<file path="src/rtl/vm_pkg.sv">
// Shared definitions for the spiral-dispensing stages: FSM encoding, fault codes
// and default timing constants (also used by the relay stage).
package vm_pkg;

    localparam int DEF_DEBOUNCE_CYCLES = 50000;     // 1 ms at 50 MHz
    localparam int DEF_TIMEOUT_CYCLES  = 25000000;  // 0.5 s at 50 MHz
    localparam int DEF_CNT_W           = 4;

    typedef enum logic {
        ST_IDLE  = 1'b0,
        ST_ARMED = 1'b1
    } giro_state_t;

    typedef enum logic [1:0] {
        FAULT_NONE    = 2'b00,
        FAULT_ORDER   = 2'b01,
        FAULT_TIMEOUT = 2'b10
    } fault_code_t;

endpackage

</file>
<file path="src/rtl/debounce_sensor.sv">
// One raw optical sensor: 2-FF synchroniser, then a clean level that only follows
// the synced input after DEBOUNCE_CYCLES consecutive differing cycles.
module debounce_sensor
    import vm_pkg::*;
#(
    parameter int DEBOUNCE_CYCLES = DEF_DEBOUNCE_CYCLES
) (
    input  logic i_clk,
    input  logic i_rst,
    input  logic i_raw,
    output logic o_clean
);

    localparam int CW = (DEBOUNCE_CYCLES > 1) ? $clog2(DEBOUNCE_CYCLES) : 1;
    localparam logic [CW-1:0] LAST = CW'(DEBOUNCE_CYCLES - 1);

    logic          r_sync1;
    logic          r_sync2;
    logic          r_clean;
    logic [CW-1:0] r_cnt;

    always_ff @(posedge i_clk) begin
        if (i_rst) begin
            r_sync1 <= 1'b0;
            r_sync2 <= 1'b0;
            r_clean <= 1'b0;
            r_cnt   <= '0;
        end else begin
            r_sync1 <= i_raw;
            r_sync2 <= r_sync1;
            // Any cycle where synced and clean agree restarts the stability window.
            if (r_sync2 != r_clean) begin
                if (r_cnt == LAST) begin
                    r_clean <= r_sync2;
                    r_cnt   <= '0;
                end else begin
                    r_cnt <= r_cnt + 1'b1;
                end
            end else begin
                r_cnt <= '0;
            end
        end
    end

    assign o_clean = r_clean;

endmodule

</file>
<file path="src/rtl/sensor_giro.sv">
// Debounces both spiral sensors, checks s1-then-s2 ordering within a timeout and
// emits a registered one-cycle giro pulse, a saturating giro count and fault reports.
module sensor_giro
    import vm_pkg::*;
#(
    parameter int DEBOUNCE_CYCLES = DEF_DEBOUNCE_CYCLES,
    parameter int TIMEOUT_CYCLES  = DEF_TIMEOUT_CYCLES,
    parameter int CNT_W           = DEF_CNT_W
) (
    input  logic             clock_in,
    input  logic             reset_in,
    input  logic             enable_in,
    input  logic             clear_in,
    input  logic             sensor1_in,
    input  logic             sensor2_in,
    output logic             sensor1_out,
    output logic             sensor2_out,
    output logic             giro_pulse_out,
    output logic [CNT_W-1:0] giro_count_out,
    output logic             fault_out,
    output logic [1:0]       fault_code_out
);

    localparam int TW = (TIMEOUT_CYCLES > 1) ? $clog2(TIMEOUT_CYCLES) : 1;
    localparam logic [TW-1:0]    TMAX = TW'(TIMEOUT_CYCLES - 1);
    localparam logic [CNT_W-1:0] CMAX = '1;

    logic             w_s1_clean, w_s2_clean;
    logic             r_s1_prev, r_s2_prev;
    logic             w_s1_rise, w_s2_rise;
    giro_state_t      r_state, w_state_nxt;
    logic [TW-1:0]    r_timer;
    logic             w_timer_clr, w_giro, w_fault;
    fault_code_t      w_fault_code, r_fault_code;
    logic             r_giro_pulse, r_fault;
    logic [CNT_W-1:0] r_count;

    debounce_sensor #(.DEBOUNCE_CYCLES(DEBOUNCE_CYCLES)) u_deb_s1 (
        .i_clk  (clock_in),
        .i_rst  (reset_in),
        .i_raw  (sensor1_in),
        .o_clean(w_s1_clean)
    );

    debounce_sensor #(.DEBOUNCE_CYCLES(DEBOUNCE_CYCLES)) u_deb_s2 (
        .i_clk  (clock_in),
        .i_rst  (reset_in),
        .i_raw  (sensor2_in),
        .o_clean(w_s2_clean)
    );

    // Edge history runs regardless of enable so re-enabling over a high level is not a rise.
    assign w_s1_rise = w_s1_clean & ~r_s1_prev;
    assign w_s2_rise = w_s2_clean & ~r_s2_prev;

    always_ff @(posedge clock_in) begin
        if (reset_in) begin
            r_state <= ST_IDLE;
        end else begin
            r_state <= w_state_nxt;
        end
    end

    always_comb begin
        w_state_nxt  = r_state;
        w_timer_clr  = 1'b0;
        w_giro       = 1'b0;
        w_fault      = 1'b0;
        w_fault_code = FAULT_NONE;
        if (!enable_in) begin
            w_state_nxt = ST_IDLE;
            w_timer_clr = 1'b1;
        end else begin
            case (r_state)
                ST_IDLE: begin
                    if (w_s2_rise) begin
                        w_fault      = 1'b1;
                        w_fault_code = FAULT_ORDER;
                    end else if (w_s1_rise) begin
                        w_state_nxt = ST_ARMED;
                        w_timer_clr = 1'b1;
                    end
                end
                ST_ARMED: begin
                    if (w_s2_rise) begin
                        w_giro      = 1'b1;
                        w_state_nxt = ST_IDLE;
                    end else if (w_s1_rise) begin
                        w_timer_clr = 1'b1;
                    end else if (r_timer == TMAX) begin
                        w_fault      = 1'b1;
                        w_fault_code = FAULT_TIMEOUT;
                        w_state_nxt  = ST_IDLE;
                    end
                end
                default: w_state_nxt = ST_IDLE;
            endcase
        end
    end

    always_ff @(posedge clock_in) begin
        if (reset_in) begin
            r_s1_prev    <= 1'b0;
            r_s2_prev    <= 1'b0;
            r_timer      <= '0;
            r_giro_pulse <= 1'b0;
            r_fault      <= 1'b0;
            r_fault_code <= FAULT_NONE;
            r_count      <= '0;
        end else begin
            r_s1_prev    <= w_s1_clean;
            r_s2_prev    <= w_s2_clean;
            r_giro_pulse <= w_giro;
            r_fault      <= w_fault;
            if (w_timer_clr || w_state_nxt != ST_ARMED) begin
                r_timer <= '0;
            end else begin
                r_timer <= r_timer + 1'b1;
            end
            if (w_fault) begin
                r_fault_code <= w_fault_code;
            end
            if (clear_in) begin
                r_count <= '0;
            end else if (w_giro && r_count != CMAX) begin
                r_count <= r_count + 1'b1;
            end
        end
    end

    assign sensor1_out    = w_s1_clean;
    assign sensor2_out    = w_s2_clean;
    assign giro_pulse_out = r_giro_pulse;
    assign giro_count_out = r_count;
    assign fault_out      = r_fault;
    assign fault_code_out = r_fault_code;

endmodule

</file>
<file path="config.mk">
export PLATFORM = sky130hd
export DESIGN_NAME = sensor_giro
export DESIGN_NICKNAME = d
export VERILOG_FILES = /design/src/rtl/vm_pkg.sv /design/src/rtl/debounce_sensor.sv /design/src/rtl/sensor_giro.sv
export SDC_FILE = /design/constraint.sdc
export NUM_CORES = 1
export LEC_CHECK = 0
export ABC_AREA = 1
export CAP_MARGIN = 15
export CORE_MARGIN = 3
export CORE_UTILIZATION = 55
export DETAILED_ROUTE_END_ITERATION = 12
export GPL_TIMING_DRIVEN = 0
export HOLD_SLACK_MARGIN = 0.05
export MAX_ROUTING_LAYER = met4
export PLACE_DENSITY = 0.81
export SLEW_MARGIN = 20
export SYNTH_ARGS = -nofsm -noshare
export SYNTH_HDL_FRONTEND = slang
export SYNTH_HIERARCHICAL = 1
export SYNTH_SLANG_ARGS = --single-unit
</file>
<file path="constraint.sdc">
create_clock -name clock_in -period 2.05 [get_ports clock_in]
set_clock_uncertainty 0.15 [all_clocks]
set_input_delay 0.5125 -clock clock_in [delete_from_list [all_inputs] [get_ports clock_in]]
set_output_delay 0.5125 -clock clock_in [all_outputs]
set_load 0.005 [all_outputs]
</file>
==> results of run 1 <==
[flip-flops by register name, indices dropped and copies added, names as in the netlist, 2 cells and up]
register        count
u_deb_s2/r_cnt     16
u_deb_s1/r_cnt     16
giro_count_out      4
r_timer            25
fault_code_out      2
[layout make-up]
type / count / share of cell area [%]
timing repair buffer: 15 / 3.54
clock buffer: 11 / 3.33
buffer: 5 / 1.59
sequential: 74 / 35.0
inverter: 68 / 6.02
tap: 77 / 2.27
multi-input combinational: 394 / 47.0
clock inverter: 4 / 1.24
[power groups by stage]
stage / clock network, µW / logic, µW / registers, µW
global placement: 0 / 40.4 / 1480
global route: 1200 / 46.5 / 1440
floorplan: 0 / 24.1 / 1480
CTS: 1140 / 40.9 / 1440
detailed placement: 0 / 40.8 / 1480
finish: 1110 / 41.5 / 1440
[cells in the final DEF (no fill, tap or decap)]
master,n
xnor2_1,12
inv_1,63
nor2_2,23
clkdlybuf4s50_1,15
buf_12,2
nand3_2,6
nand4_4,1
o21bai_1,2
inv_2,5
bufinv_16,1
nor2_1,113
clkinvlp_4,3
dfxtp_2,1
clkbuf_1,1
xor2_1,19
nand2_2,6
buf_6,2
a21boi_0,1
nor3b_1,1
nand4_1,16
nand2_4,2
clkbuf_8,10
ha_1,4
nand3_1,30
dfxtp_1,73
a21oi_2,4
a21oi_1,17
nand3b_1,3
nor2_4,4
clkbuf_2,1
or2_2,3
nand2_1,127
[per-stage QoR]
stage,setup slack (ns),instance area [µm²]
2_1_floorplan,0.495,3790
3_3_place_gp,-0.262,4040
3_5_place_dp,-0.289,4040
4_1_cts,0.0484,4240
5_1_grt,0.00854,4240
6_report,0.102,4240
[metal layers]
metal / GRT usage, % / vias to the layer above / part of all wire [%]
met1: 24.3 / 1468 / 46
li1: - / 1729 / -
met4: 7.17 / 0 / 1.6
met2: 34.4 / 59 / 48
met3: 6.08 / 12 / 3.7
met5: - / - / 0
[synth_stat cells, drive strengths merged]
cell type  number
a21boi          1
a21oi          21
buf             4
clkbuf          1
dfxtp          74
ha              4
inv            68
nand2         135
nand3          36
nand3b          3
nand4          17
nor2          140
nor3b           1
o21bai          2
or2             3
xnor2          12
xor2           19
[worst paths after layout]
| path | cells past startpoint | startpoint | endpoint |
|---|---|---|---|
| min reg2reg | 2 | u_deb_s2/r_sync1$_SDFF_PP0_ | u_deb_s2/r_sync2$_SDFF_PP0_ |
| max | 1 | u_deb_s1/o_clean$_SDFFE_PP0P_ | sensor1_out |
| min | 2 | u_deb_s2/r_sync1$_SDFF_PP0_ | u_deb_s2/r_sync2$_SDFF_PP0_ |
| max reg2reg | 9 | r_timer[0]$_SDFF_PP0_ | r_timer[0]$_SDFF_PP0_ |
[cell families (layout without fill, tap and decap cells)]
group                    after synthesis  count (layout)  share of synthesized area [%]
AND/OR/NAND/NOR                      335             335                           40.3
flip-flops                            74              74                           39.0
buffers and inverters                 73             103                           8.47
XOR/XNOR                              31              31                           7.15
AO/OA/AOI/OAI                         24              24                           3.76
adder cells (fa/ha/maj)                4               4                           1.32
==> reports/results.ini, run 1 <==
[clock_tree]
cts_buffer_depth = 2
cts_resized = 0
insertion_delay_ns = 0.34
cts_root_buffer = clkbuf_8
cts_htree_levels = 3
path_clk_slew_ns = 0.07
cts_setup_buffers = 0
cts_tree = built
ctsHoldBuffers = 0
cts_buffers = 9
cts.sinks = 74

[timing]
slew_viol_final = 0
rsz0062_at_grt = false
setup_viol = 0
fmax_ghz = 0.513
relSlewSlack_pct = 73.8
fin_crit_sh_pct = 95.0
setup_tns_ns = 0
hold_violations = 0
tightest_slew_ns = 0.392
holdWs_ns = 0.257
min_period_ns = 1.95

[layout]
final_util_pct = 64.9
regArea_um2 = 1480
n_antenna_cell = 0
multi_input_area_um2 = 1990
nNetsFinal = 577
drive_gt1_share_pct = 13.0
area_delta_synth_final_pct = 11.7
nFillCells = 588
layout.cells.non_filler = 648

[power_and_ir_drop]
switching_share_pct = 20.9
p_seq_share_pct = 55.7
p_sw_uw = 541
combPwrFrac_pct = 1.6
power_leakage_uw = 0.00141
p_int_uw = 2050
ir_worst_vdd_v = 0.000601
power_uw = 2590
p_clk_share_pct = 42.7
p_per_area_nw_per_um2 = 611

[worst_setup_path]
reg2reg_slack_ns = 0.27
crit_path_max_incr_delay_ns = 0.54
crit_buf_inv = 1
crit_path_top_delay_cell = clkdlybuf4s50_1
worst_setup_path_start_kind = flop
critical_path.top_delay_family = buffers and inverters
crit_arrival_ns = 1.29
crit_required_ns = 1.39
crit_chain = clkdlybuf4s50_1
path_max_fanout = 4
critPathKind = reg2out
cp-end-kind = output port

[floorplanning]
initial_core_util_pct = 58.1
dieArea_um2 = 7930
die_h_um = 89.1
rows = 29
core_um2 = 6530
die_width_um = 89.1
io_pins = 16

[routing]
wl_per_cell_um = 11.2
dr.first_iter.drc_count = 110
ant_nets = 0
viasPerCell = 5.04
drt_pre_antenna_iters = 4
vias = 3268
finalWirelength_mm = 7.26
drc = 0

[synth]
syn_nets = 551
ys_warn_count = 6
netlist.area_leader.share_pct = 39.0
synth_cells = 541
synth_cell_types = 26
netlist_area_um2 = 3790
synth_seq_cells = 74
synth-seq-area-share_pct = 39.0
synth_area_leaders = dfxtp_1 (39%), nand2_1 (13%), nor2_1 (11%), inv_1 (6.2%), xor2_1 (4.4%)
synth_area_per_cell_um2 = 7.01
synth_area_leader_cell = dfxtp_1

[global_routing]
grt.overflow.total = 0
antenna_found_initial = 0
grt_max_degree = 13
grtUsageTotal_pct = 20.9
grt_pass1_vias = 3051
grt_pass1_wl_mm = 12.7

[place]
gp_congestion = 0.915
io_buffers = 15
dpl.cell_count = 633
dp_hpwl_mm = 5.47

[run_status]
status = complete, no violations

[job]
maxCapViolations = 0

[min_path]
hp-class = reg2reg

(Power assumes the default switching activity.)
==> run 2, diff against run 1 <==
Settings changed: ABC_AREA 1 to 0, PLACE_DENSITY 0.81 to 0.82, SYNTH_HIERARCHICAL 1 to unset.
==> run 2 against run 1 <==
Against the previous run:
- die area shrank 12%
- first-iteration DRC count up 27%
- synthesized area decreased by 13%
- largest power group unchanged
==> reports/results.ini, run 2 <==
[run_status]
status = complete, no violations

[layout]
most-common-layout-cells = dfxtp_1 (68), nor2_1 (37), xnor2_1 (22), nor3_1 (22), nand3_1 (21)
n_antenna_cell = 0
final_util_pct = 68.4
largestRegisters = r_timer x25, u_deb_s1.r_cnt x16, u_deb_s2.r_cnt x16
nFillCells = 424
largest_reg_flops = 25
area_delta_synth_final_pct = 16.9
nNetsFinal = 405
drive_gt1_share_pct = 14.6
regMostFlops = r_timer
final_common_cell = dfxtp_1

[worst_setup_path]
reg2reg_slack_ns = 0.12
worstReg2RegStart = r_timer[13]$_SDFF_PP0_
crit_path_top_delay_cell = clkdlybuf4s50_1
path_max_fanout = 6
critical_path.top_delay_family = buffers and inverters
worst_setup_path_start_kind = flop
r2r-end = r_timer[24]$_SDFF_PP0_
crit_required_ns = 1.39
crit_path_max_incr_delay_ns = 0.55
crit_chain = clkdlybuf4s50_1
r2r_cells = 5
crit_buf_inv = 1
critPathKind = reg2out
crit_arrival_ns = 1.32
startpoint = u_deb_s2.o_clean$_SDFFE_PP0P_
cp-end-kind = output port
path_depth = 1

[synth]
synthMuxAreaShare_pct = 0.905
netlist.area_leader.share_pct = 44.6
syn_nets = 372
synth-main-ff-cell = dfxtp_1
netlist_area_um2 = 3320
synth-async-reset-ratio_pct = 0
synth-seq-area-share_pct = 44.6
synth_edf_count = 0
synth.most_common_cell = dfxtp_1
synth_cells = 362
synth_compound_area_share_pct = 9.08
synth_seq_cells = 74
ys_top_cells_by_count = dfxtp_1 (74), nor2_1 (37), nand3_1 (22), nor3_1 (22), xnor2_1 (22)
synth_area_leaders = dfxtp_1 (45%), xnor2_1 (5.8%), nor2_1 (4.2%), xor2_1 (4.0%), nand3_1 (3.3%)
synth_area_per_cell_um2 = 9.17
synth_top_family_by_area = simple AND/OR/NAND/NOR gates
synth_area_leader_cell = dfxtp_1
synth_cell_types = 45
yosys.area_share.adder_pct = 1.51
synth_xor_area_share_pct = 9.76
synth_simple_gate_area_share_pct = 31.2
ys_warn_count = 0

[clock_tree]
cts_buffers = 9
cts_htree_levels = 3
cts.sinks = 74
insertion_delay_ns = 0.35
cts_root_buffer = clkbuf_8
path_clk_slew_ns = 0.07
cts_tree = built
cts_buffer_depth = 2

[floorplanning]
die_h_um = 83.7
rows = 27
dieArea_um2 = 7000
io_pins = 16
initial_core_util_pct = 58.5
die_width_um = 83.7
core_um2 = 5680

[min_path]
whs_endpoint = u_deb_s1.r_cnt[0]$_SDFF_PP0_
hold_depth = 1
hp-class = reg2reg
hold_start = u_deb_s1.r_cnt[0]$_SDFF_PP0_

[timing]
fin_crit_sh_pct = 96.8
slew_viol_final = 0
min_period_ns = 1.98
tightest_slew_ns = 0.492
fmax_ghz = 0.504
hold_violations = 0
rsz0062_at_grt = false
setup_viol = 0
relSlewSlack_pct = 67.2

[power_and_ir_drop]
ir_worst_vdd_v = 0.000562
p_per_area_nw_per_um2 = 670
power_uw = 2600
power_leakage_uw = 0.00123

[routing]
drc = 0
ant_nets = 0
drt_pre_antenna_iters = 4
viasPerCell = 5.88
vias = 2763
finalWirelength_mm = 6.85
dr.first_iter.drc_count = 140
wl_per_cell_um = 14.6

[global_routing]
grt_pass1_wl_mm = 11.6
grt_pass1_vias = 2581
grtUsageTotal_pct = 20.7
grt.overflow.total = 0
antenna_found_initial = 0
grt_max_degree = 12

[place]
gp_congestion = 0.827
dp_hpwl_mm = 4.40
io_buffers = 14

[job]
maxCapViolations = 0

-- run 2: how the worst max path moves through the flow --
stage / end
2_1_floorplan: u_deb_s1.r_cnt[10]$_SDFF_PP0_
3_3_place_gp: r_timer[13]$_SDFF_PP0_
3_5_place_dp: r_timer[13]$_SDFF_PP0_
4_1_cts: r_timer[13]$_SDFF_PP0_
5_1_grt: sensor2_out
6_report: sensor2_out
-- run 2: routing by layer --
metal / share of wire (%) / routed length (µm) / track usage [%]
met3: 3.9 / 266 / 6.91
met5: 0 / 0 / -
met2: 49 / 3360 / 33.6
met1: 44 / 3040 / 23.5
met4: 2.6 / 177 / 8.48
-- run 2: layout make-up --
cell class | count | area, µm² | area share (%)
well taps | 72 | 90.1 | 2.32
inverters | 8 | 30.0 | 0.774
repair buffers | 22 | 198 | 5.10
flip-flops and latches | 74 | 1490 | 38.4
plain buffers | 12 | 77.6 | 2.00
clock inverters | 2 | 37.5 | 0.967
multi-input cells | 268 | 1800 | 46.4
clock buffers | 12 | 155 | 4.00
-- run 2: logic make-up (layout without fill, tap and decap cells) --
family                   after synthesis  after routing
AND/OR/NAND/NOR                      181            181
flip-flops                            74             74
AO/OA/AOI/OAI                         43             43
XOR/XNOR                              37             37
buffers and inverters                 20             56
adder cells (fa/ha/maj)                4              4
multiplexers                           3              3
-- run 2: stage by stage --
stage                     cells  setup TNS [ns]  hold WS (ns)  setup slack, ns  area [µm²]
after floorplan             362               0         0.264            0.151        3320
after global placement      448           -6.27         0.276           -0.304        3550
after detailed placement    448           -7.60         0.277           -0.360        3550
after CTS                   467               0         0.300         0.000302        3800
after global routing        470               0         0.320          0.00605        3880
final                       470               0         0.284           0.0659        3880
-- run 2: power by group --
group	total [µW]	switching [µW]	internal [µW]
sequential	1440	2.67	1440
clock	1130	511	616
combinational	31.1	16.7	14.5
-- run 2: timing repair --
| action | CTS | global route |
|---|---|---|
| setup endpoints to repair | 42 | 40 |
| hold buffers | 0 | 0 |
| setup buffers | 4 | 3 |
| resized for setup | 10 | 17 |
| gates cloned | 1 | 0 |
| pin swaps | 3 | 3 |
-- run 2: worst register-to-register path, delay by kind of cell (launching register included) --
family / cells / cell delay (ns)
flops: 1 / 0.38
compound gates: 1 / 0.21
buf+inv: 1 / 0.24
simple gates: 3 / 0.87
==> run 3, diff against run 2 <==
Settings changed: SLEW_MARGIN 20 to 0.
==> results of run 3 <==
No change in the layout: final DEF, timing and power equal those of run 2.
==> variant, RTL diff (flow settings as in run 1) <==
`DEF_TIMEOUT_CYCLES`: 25000000 -> 12500000.
--- a/src/rtl/vm_pkg.sv
+++ b/src/rtl/vm_pkg.sv
@@ -3,7 +3,7 @@
 package vm_pkg;
 
     localparam int DEF_DEBOUNCE_CYCLES = 50000;     // 1 ms at 50 MHz
-    localparam int DEF_TIMEOUT_CYCLES  = 25000000;  // 0.5 s at 50 MHz
+    localparam int DEF_TIMEOUT_CYCLES  = 12500000;  // 0.5 s at 50 MHz
     localparam int DEF_CNT_W           = 4;
 
     typedef enum logic {
Check against the original RTL: no difference found for any inputs over 10 cycles, from zero or initial values and one cycle with reset_in high; that may be too few to reach the edited logic, so the function may still have changed.
==> variant against run 1 <==
  * Total power increased by 4.1%
  * Cell area decreased by 0.71%
  * Synthesized cell count decreased by 2.4%
  * Sequential cell count decreased by 1
  * Area after synthesis decreased by 1.4%
  * Via count decreased by 1.5%
  * Wire length about the same
  * Worst setup slack got worse by 0.0098 ns
==> variant: results (changes against run 1) <==
Hold Crit Class -> reg2reg
synth top area cells -> dfxtp_1 (39%), nand2_1 (12%), nor2_1 (11%)
Arr. time, crit path -> 1.29 ns (about the same)
clock slew at reported path FFs -> 0.08 ns
DR pass1 iterations -> 4 (unchanged)
post-route clock period utilization -> 95.5% (+0.48 points)
all-layer global routing usage -> 21.4% (+0.53 points)
R2R depth -> 9 (unchanged)
dpl cell area -> 3990 um2 (-1.3%)
Distinct cells, synth -> 31 (+19%)
post-synthesis sequential area ratio -> 39.1% (about the same)
Async SR Flop Fraction -> 0% (unchanged)
fin nets -> 564 (-2.3%)
largest net degree at the start of global routing -> 14 (+1)
cell with the most instances after synthesis -> nand2_1
Max stage delay on crit path -> 0.54 ns (about the same)
maximum VDD drop -> 0.000612 V (+1.8%)
status -> completed
Worst path slowest cell -> clkdlybuf4s50_1
H-tree levels -> 3 (unchanged)
share of post-route cells with drive strength above 1 -> 13.8% (+0.81 points)
CP max FO -> 4 (unchanged)
global-route wire length before repair -> 12.9 mm (+1.1%)
Placer Congestion -> 0.903 (-1.2%)
Commonest cells post-synth -> nand2_1 (124), nor2_1 (105), dfxtp_1 (73), inv_1 (60)
Mapped Nets -> 538 (-2.4%)
relative slew slack -> 75.6% (+1.8 points)
vias in the first global route -> 2977 (-2.4%)
Antenna diodes -> 0 (unchanged)
dpl hpwl -> 5.27 mm (-3.6%)
total of max-cap violations -> 0 (unchanged)
Worst Hold Depth -> 2 (unchanged)
initial antenna violation count -> 0 (unchanged)
R2R Setup Slk -> 0.24 ns (-0.03 ns)
pre-CTS WS -> -0.253 ns (+0.0362 ns)
Top Registers -> r_timer: 24 flops, u_deb_s1/r_cnt: 16 flops, u_deb_s2/r_cnt: 16 flops
drt total wl -> 7.26 mm (about the same)
Starting DRT DRC Count -> 138 (+25%)
Ys Warns -> 6 (unchanged)
leakage power -> 1.39 nW (-1.3%)
Top delay family on crit path -> buffers and inverters
worst skew pair latency -> 0.34 ns (about the same)
vias per cell -> 5.06 (+0.33%)
==> variant: worst min-delay path, cell delays in order, from the launching register on <==
cell and delay, ns:
dfxtp_1 0.30, inv_1 0.04, nor2_1 0.03
==> variant: kinds of logic (layout without fill, tap and decap cells) <==
logic type                 count (synthesis)  after routing  synth area share, %
and+or+nand+nor                          327            327                 40.7
DFF                                       73             73                 39.1
buffers and inverters                     70            101                 8.29
AOI/OAI and AO/OA                         27             27                 4.28
xor gates and xnor gates                  27             27                 6.32
adders and majority gates                  4              4                 1.34
==> variant: final cells by class <==
class / instances / area (um2)
Inverter: 65 / 244
Tap cell: 77 / 96.3
Buffer: 5 / 66.3
Clock buffer: 9 / 124
Multi-Input combinational cell: 385 / 1970
Timing Repair Buffer: 15 / 150
Sequential cell: 73 / 1460
Fill cell: 569 / 2250
Clock inverter: 7 / 95.1
==> variant: path summary, 6_finish.rpt <==
check                                start                          end
max          u_deb_s2/o_clean$_SDFFE_PP0P_                  sensor2_out
min            u_deb_s2/r_sync1$_SDFF_PP0_  u_deb_s2/r_sync2$_SDFF_PP0_
max reg2reg          r_timer[0]$_SDFF_PP0_        r_timer[0]$_SDFF_PP0_
min reg2reg    u_deb_s2/r_sync1$_SDFF_PP0_  u_deb_s2/r_sync2$_SDFF_PP0_
==> variant: routing by layer <==
metal	share of wire (%)	vias to the layer above	global-route usage, %
li1	-	1693	-
met1	46	1441	26.7
met2	48	78	33.7
met3	5.0	6	6.24
met4	0.79	0	6.04
met5	0	-	-
==> variant: per-stage QoR <==
| stage | TNS, ns | hold slack, ns | cells | utilization (%) |
|---|---|---|---|---|
| floorplan | 0 | 0.238 | 528 | - |
| global route | 0 | 0.288 | 636 | 65.2 |
| finish | 0 | 0.258 | 636 | 65.2 |
| global placement | -4.64 | 0.242 | 620 | 61.8 |
| CTS | 0 | 0.260 | 636 | 65.1 |
| detailed placement | -5.16 | 0.249 | 620 | 61.8 |
==> variant: where the power goes <==
| part | switching [mW] | internal (mW) |
|---|---|---|
| Sequential | 0.00240 | 1.42 |
| Combinational | 0.0230 | 0.0192 |
| Clock | 0.546 | 0.685 |
| Total | 0.571 | 2.13 |
==> variant: repair_timing <==
action                                 in CTS  in global routing
setup endpoints to repair                   0                  4
setup buffers                               0                  0
endpoints found under the hold margin       0                  0
gates resized for setup                     0                  1
